## src/rtl/mips_rf_pkg.sv

```systemverilog
// mips_rf_pkg: shared types, sizes and byte-mask helper for the GPR write side
package mips_rf_pkg;
    localparam int DATA_W = 32;
    localparam int NREG = 32;
    localparam int ADDR_W = 5;

    typedef struct packed {
        logic [ADDR_W-1:0] addr;
        logic [DATA_W-1:0] data;
        logic [3:0] be;
    } wr_req_t;

    function automatic logic [DATA_W-1:0] be_mask(input logic [3:0] be);
        return {{8{be[3]}}, {8{be[2]}}, {8{be[1]}}, {8{be[0]}}};
    endfunction
endpackage

```

## src/rtl/rf_wr_fifo.sv

```systemverilog
// rf_wr_fifo: in-order write-request queue with per-entry valid flags
module rf_wr_fifo
    import mips_rf_pkg::*;
#(
    parameter int QDEPTH = 2
) (
    input  logic clk,
    input  logic reset,
    input  logic push_valid,
    output logic push_ready,
    input  wr_req_t push_req,
    input  logic freeze,
    output logic pop,
    output wr_req_t head_req,
    output logic [QDEPTH-1:0] valid,
    output logic [ADDR_W-1:0] addrs [QDEPTH],
    output logic [$clog2(QDEPTH):0] count
);
    localparam int PW = $clog2(QDEPTH);
    localparam int CW = PW + 1;

    wr_req_t mem [QDEPTH];
    logic [PW-1:0] head, tail;
    logic push;

    // a full queue refuses even when a pop happens on the same edge
    assign push_ready = !reset && int'(count) < QDEPTH;
    assign push = push_valid && push_ready;
    assign pop = count != '0 && !freeze;
    assign head_req = mem[head];

    for (genvar g = 0; g < QDEPTH; g++) begin : g_addr
        assign addrs[g] = mem[g].addr;
    end

    always_ff @(posedge clk)
        if (push) mem[tail] <= push_req;

    always_ff @(posedge clk or posedge reset)
        if (reset) begin
            head <= '0;
            tail <= '0;
            count <= '0;
            valid <= '0;
        end else begin
            if (pop) begin
                head <= head + PW'(1);
                valid[head] <= 1'b0;
            end
            if (push) begin
                tail <= tail + PW'(1);
                valid[tail] <= 1'b1;
            end
            count <= count + CW'(push) - CW'(pop);
        end
endmodule

```

## src/rtl/regfile_writer.sv

```systemverilog
// regfile_writer: write side of the MIPS GPR file with queued, byte-merged commits
module regfile_writer
    import mips_rf_pkg::wr_req_t;
    import mips_rf_pkg::be_mask;
    import mips_rf_pkg::ADDR_W;
#(
    parameter int DATA_W = 32,
    parameter int NREG = 32,
    parameter int QDEPTH = 2
) (
    input  logic clk,
    input  logic reset,
    input  logic wr_valid,
    output logic wr_ready,
    input  logic [ADDR_W-1:0] wr_addr,
    input  logic [DATA_W-1:0] wr_data,
    input  logic [3:0] wr_be,
    input  logic freeze,
    output logic [NREG*DATA_W-1:0] regs_flat,
    output logic [NREG-1:0] pending,
    output logic [$clog2(QDEPTH):0] q_count
);
    wr_req_t req, head_req;
    logic commit;
    logic [QDEPTH-1:0] valid;
    logic [ADDR_W-1:0] addrs [QDEPTH];
    logic [DATA_W-1:0] regs [1:NREG-1];
    logic [DATA_W-1:0] mask;

    assign req = {wr_addr, wr_data, wr_be};

    rf_wr_fifo #(.QDEPTH(QDEPTH)) u_fifo (
        .clk(clk),
        .reset(reset),
        .push_valid(wr_valid),
        .push_ready(wr_ready),
        .push_req(req),
        .freeze(freeze),
        .pop(commit),
        .head_req(head_req),
        .valid(valid),
        .addrs(addrs),
        .count(q_count)
    );

    assign mask = be_mask(head_req.be);

    // R0 has no storage, so address-0 commits fall through harmlessly
    always_ff @(posedge clk or posedge reset)
        if (reset)
            for (int k = 1; k < NREG; k++) regs[k] <= '0;
        else if (commit)
            for (int k = 1; k < NREG; k++)
                if (head_req.addr == ADDR_W'(k)) regs[k] <= (regs[k] & ~mask) | (head_req.data & mask);

    always_comb begin
        pending = '0;
        for (int i = 0; i < QDEPTH; i++)
            if (valid[i]) pending[addrs[i]] = 1'b1;
        pending[0] = 1'b0;
    end

    always_comb begin
        regs_flat = '0;
        for (int k = 1; k < NREG; k++) regs_flat[k*DATA_W +: DATA_W] = regs[k];
    end
endmodule

```

## config.mk

```make
export PLATFORM = sky130hd
export DESIGN_NAME = regfile_writer
export DESIGN_NICKNAME = d
export VERILOG_FILES = /design/src/rtl/mips_rf_pkg.sv /design/src/rtl/rf_wr_fifo.sv /design/src/rtl/regfile_writer.sv
export SDC_FILE = /design/constraint.sdc
export NUM_CORES = 2
export LEC_CHECK = 0
export CAP_MARGIN = 5
export CELL_PAD_IN_SITES_DETAIL_PLACEMENT = 1
export CELL_PAD_IN_SITES_GLOBAL_PLACEMENT = 2
export CORE_AREA = 2 2 431 433
export DETAILED_ROUTE_END_ITERATION = 10
export DIE_AREA = 0 0 433 435
export MAX_ROUTING_LAYER = met4
export PLACE_DENSITY = 0.57
export SYNTH_ARGS = -nofsm -noshare
export SYNTH_HDL_FRONTEND = slang
export SYNTH_HIERARCHICAL = 1
export SYNTH_SLANG_ARGS = --single-unit
```

## constraint.sdc

```tcl
create_clock -name clk -period 77.3 [get_ports clk]
set_input_delay 15.46 -clock clk [delete_from_list [all_inputs] [get_ports clk]]
set_output_delay 15.46 -clock clk [all_outputs]
set_load 0.03 [all_outputs]
```

# Yosys cells after proc, flatten, opt, wreduce, memory -nomap -nowiden

Memory sizes are Yosys's and may differ from the RTL's.
Index checks and enable logic that the tools add are counted.
W data, S select, Z words.

Bits in registers: 998
Bits in writable memories: 82
Bits of input ports: 45
Output and inout bits: 1059
Word-level logic and storage cells: 203
Memories kept: 1

Memory list:

| name       | depth | bits a word | read ports | clocked after Yosys merged registers in | write ports | RTL line         | source |
|---|---|---|---|---|---|---|---|
| u_fifo.mem | 2     | 41          | 3          | 0                                       | 1           | rf_wr_fifo.sv:22 | `wr_req_t mem [QDEPTH];` |

Add/subtract/negate cells: 4
$lt $le $gt $ge: 9
Equal/unequal tests: 31
Mux-type cells: 14
Bitwise logic cells: 68
Reductions and logical operators: 41

Operator list:

| kind                  | number |
|---|---|
| $and A32 B32 Y32      | 32 |
| $or A32 B32 Y32       | 32 |
| $eq A5 B5 Y1 const B  | 16 |
| $mux W32              | 2 |
| $reduce_and A2 Y1     | 31 |
| $eq A5 B4 Y1 const B  | 8 |
| $not A32 Y32          | 1 |
| $eq A5 B3 Y1 const B  | 4 |
| $lt A5 B6 Y1 const B  | 2 |
| $demux W1 S5          | 2 |
| $eq A5 B2 Y1 const B  | 2 |
| $ge A5 B1 Y1 const B  | 2 |
| $logic_and A1 B1 Y1   | 7 |
| $mux W1               | 6 |
| $eq A5 B1 Y1 const B  | 1 |
| $lt A1 B2 Y1 const B  | 2 |
| $mux W2               | 2 |
| $add A1 B1 Y1 const B | 2 |
| $add A2 B1 Y2         | 1 |
| $and A2 B2 Y2         | 1 |
| $demux W1 S1          | 2 |
| $ge A1 B1 Y1 const B  | 2 |
| $logic_not A1 Y1      | 2 |
| $lt A2 B2 Y1 const B  | 1 |
| other kinds (4)       | 4 |

# Longest topological paths before layout

Word-level depth: 9
Gate-level depth with buffers: 8
Mapped depth without buffers: 5

# Cells and area by module

Netlist, hierarchy kept.

Modules (own cells, without submodules):

| module         | instances | cells each | area an instance (sq um) |
|---|---|---|---|
| regfile_writer | 1         | 2363       | 38794.7 |
| rf_wr_fifo     | 1         | 163        | 3311.9 |

# Worst setup path before layout

OpenSTA, ideal clock, no wires.

Path kind: input-to-output
From: input reset
To: output wr_ready
Arrival: 15.882 ns
Setup slack: 45.958 ns
Stages on the path: 1
Buffers on the path: 0
Cell sequence: nor2_1

Cells in the longest elaborated chain, start to end: 2

Ends and longest elaborated chain:

| element                    | RTL line             | source |
|---|---|---|
| start, declared            | regfile_writer.sv:12 | `input logic reset,` |
| $logic_not A1 Y1 (no line) | n/a                  |  |
| $logic_and A1 B1 Y1        | rf_wr_fifo.sv:27     | `assign push_ready = !reset && int'(count) < QDEPTH;` |
| end, declared              | regfile_writer.sv:14 | `output logic wr_ready,` |

Every way passes these cells.

# Worst setup path after layout

Same ends and word-level chain as after synthesis.

==> impl_metrics.toml <==
[route]
firstDrtPassIters = 9
postRouteAntennaNets = 0
drt_iter0_drc = 1147
wirelength_um = 180000
vias = 26398
wl_per_cell_um = 28.9
vias_per_cell = 4.23
drc = 1

[min_path]
whs_path_depth = 1
hold_path.class = "flop to flop"

[sta]
finalSetupTns_ns = 0
worst_pin_slew_ns = 1.18
layout_min_cycle_time_ns = 32.99
rsz0062_at_grt = "false"
post-route-period-util = 0.427
max_freq_mhz = 30.3
setup_viol = 0
fin_skew_ns = 0.0400
slew_headroom = 0.210
finalHoldViolations = 0
fin_ws_ns = 44.31
drv_slew = 0

[cts]
htree_levels = 4
cts.sinks = 1080
cts_tree = "done"
cts_root_buf = "clkbuf_16"
cts_made_buffers = 135
clkLatencyLatePin_ns = 0.79
postCtsHoldBufs = 0
post_cts_buffers = 0
cts_resized = 0
clockBufferDepth = 3
clk_pin_slew_ns = 0.06

[cells_and_area]
final_layout_size_suffix_gt1_frac = 0.373
final_cell_area_mm2 = 0.0601
final_common_cell = "clkdlybuf4s50_1"
finalNetCount = 3670
final_util = 0.326
final_cell_mix = "clkdlybuf4s50_1, mux2_2, dfrtp_1, clkbuf_16, edfxtp_1"
synthToLayoutAreaGrowth_pct = 42.6

[critical_path]
crit_path_start_kind = "primary input"
ff2ff_path_depth = 5
cp.arrival_ns = 17.53
worstPathRequired_ns = 61.84
critical_path_class = "primary input to output pin"
reg2reg_from = "u_fifo/count[1]"
reg2reg_slack_ns = 73.68
worstPathMaxFanout = 4
crit_path_end_kind = "output pin"

[logic_synthesis]
seq_area_frac_synth = 0.652
synth.distinct_cells = 40
syn-cell-area_mm2 = 0.0421
synthArstFlopShare = 0.924
ys_warn_count = 6
synth_edf_count = 82
synth_top_area_frac = 0.593
ys_seq_elements = 1080
synth_cells = 2526
synthTopCellsByArea = "dfrtp_1, mux2_2, edfxtp_1"
synth_area_per_cell_um2 = 16.7
ys.flop_type = "dfrtp_1"
yosys.area.top_type = "dfrtp_1"

[global_route]
grt_use_total = 0.194
overflow = 0
grt_pass1_vias = 28019
grt_max_degree = 160
grt_pass1_wl_um = 246000
antenna_found_initial = 31

[power]
clkPwrFrac = 0.257
seqPwrFrac = 0.328
power.switching_uw = 989
leakage_uw = 0.0263
intPower_uw = 1490
pwr-share-comb = 0.416
power_density_mw_per_mm2 = 41.2
netSwitchingFraction = 0.399
irDropWorstVdd_mv = 0.0218

[place]
dp_slack_ns = 44.33
hpwl_um = 127000
port_buffers = 1070
gp_congestion = 0.764
postPlaceCellArea_mm2 = 0.0556

[floorplanning]
rows = 158
dieArea_mm2 = 0.188
start_util = 0.229
core_area_mm2 = 0.184
io_pins = 1104
die_w_um = 433
die_h_um = 435

[run]
drv_cap = 0

[outcome]
outcome = "complete, but fails checks"
violations = "DRC"
power by group through the flow:
stage,Clock [µW],Combinational (µW),Sequential (µW)
finish,636,1030,811
global route,679,1070,835
CTS,658,1050,814
detailed placement,0,1050,822
global placement,0,1050,815
floorplan,0,239,1110
through the flow:
stage,hold slack [ns],total power (µW),instances
after floorplan,0.478,1350,2558
after global placement,0.470,1860,5967
after detailed placement,0.479,1870,5967
after CTS,0.504,2520,6211
after global routing,0.514,2580,6228
final,0.496,2480,6235
metal layers:
metal  global-route usage  vias to the layer above  routed length, µm
met1                0.210                    14228              68200
met3               0.0518                      237              10300
met2                0.344                      772              96100
li1                     -                    11161                  -
met4               0.0613                        0               5610
met5                    -                        -                  0
cell type report:
| cell class | instances | area, µm² |
|---|---|---|
| Antenna cell | 24 | 60.1 |
| Clock buffer | 212 | 4060 |
| Clock inverter | 32 | 385 |
| Fill cell | 19146 | 124000 |
| Inverter | 3 | 18.8 |
| Multi-Input combinational cell | 1294 | 13900 |
| Sequential cell | 1080 | 27400 |
| Tap cell | 2480 | 3100 |
| Timing Repair Buffer | 1110 | 11000 |
worst max path at each step:
| stage | slack [ns] | cells after the start | from | endpoint |
|---|---|---|---|---|
| floorplan | 33.93 | 1 | reset | asynchronous set/reset pin |
| global placement | 44.35 | 3 | reset | wr_ready |
| detailed placement | 44.33 | 3 | reset | wr_ready |
| CTS | 44.31 | 3 | reset | wr_ready |
| global route | 44.28 | 3 | reset | wr_ready |
| finish | 44.31 | 3 | reset | wr_ready |
cell usage after synthesis, types with 4 or more instances:
| cell type | n |
|---|---|
| mux2_4 | 32 |
| mux2_1 | 6 |
| nor2_4 | 69 |
| edfxtp_1 | 82 |
| nor2_2 | 17 |
| buf_4 | 52 |
| mux2_2 | 995 |
| nor2_1 | 4 |
| or3b_2 | 6 |
| clkbuf_1 | 109 |
| nand2_1 | 31 |
| o22ai_1 | 31 |
| buf_2 | 18 |
| dfrtp_1 | 998 |
| nand3b_1 | 18 |
| nand3_1 | 4 |
| nand3_4 | 4 |
| xnor2_1 | 4 |
| nor2_8 | 10 |
| nor3b_1 | 5 |
worst max-delay path, stage by stage:
cell and delay, ns:
clkdlybuf4s50_1 0.64, nor2_1 0.62, clkdlybuf4s50_1 0.80
cell families after synthesis:
kind of cell / Yosys count / synth area share
compound gates: 36 / 0.00550
xor+xnor: 4 / 0.000832
fa+ha+maj: 1 / 0.000297
buf+inv: 184 / 0.0221
flops: 1080 / 0.652
mux: 1033 / 0.279
other cells: 1 / 0.0000891
simple gates: 187 / 0.0404
Power figures use the tool's default switching activity.
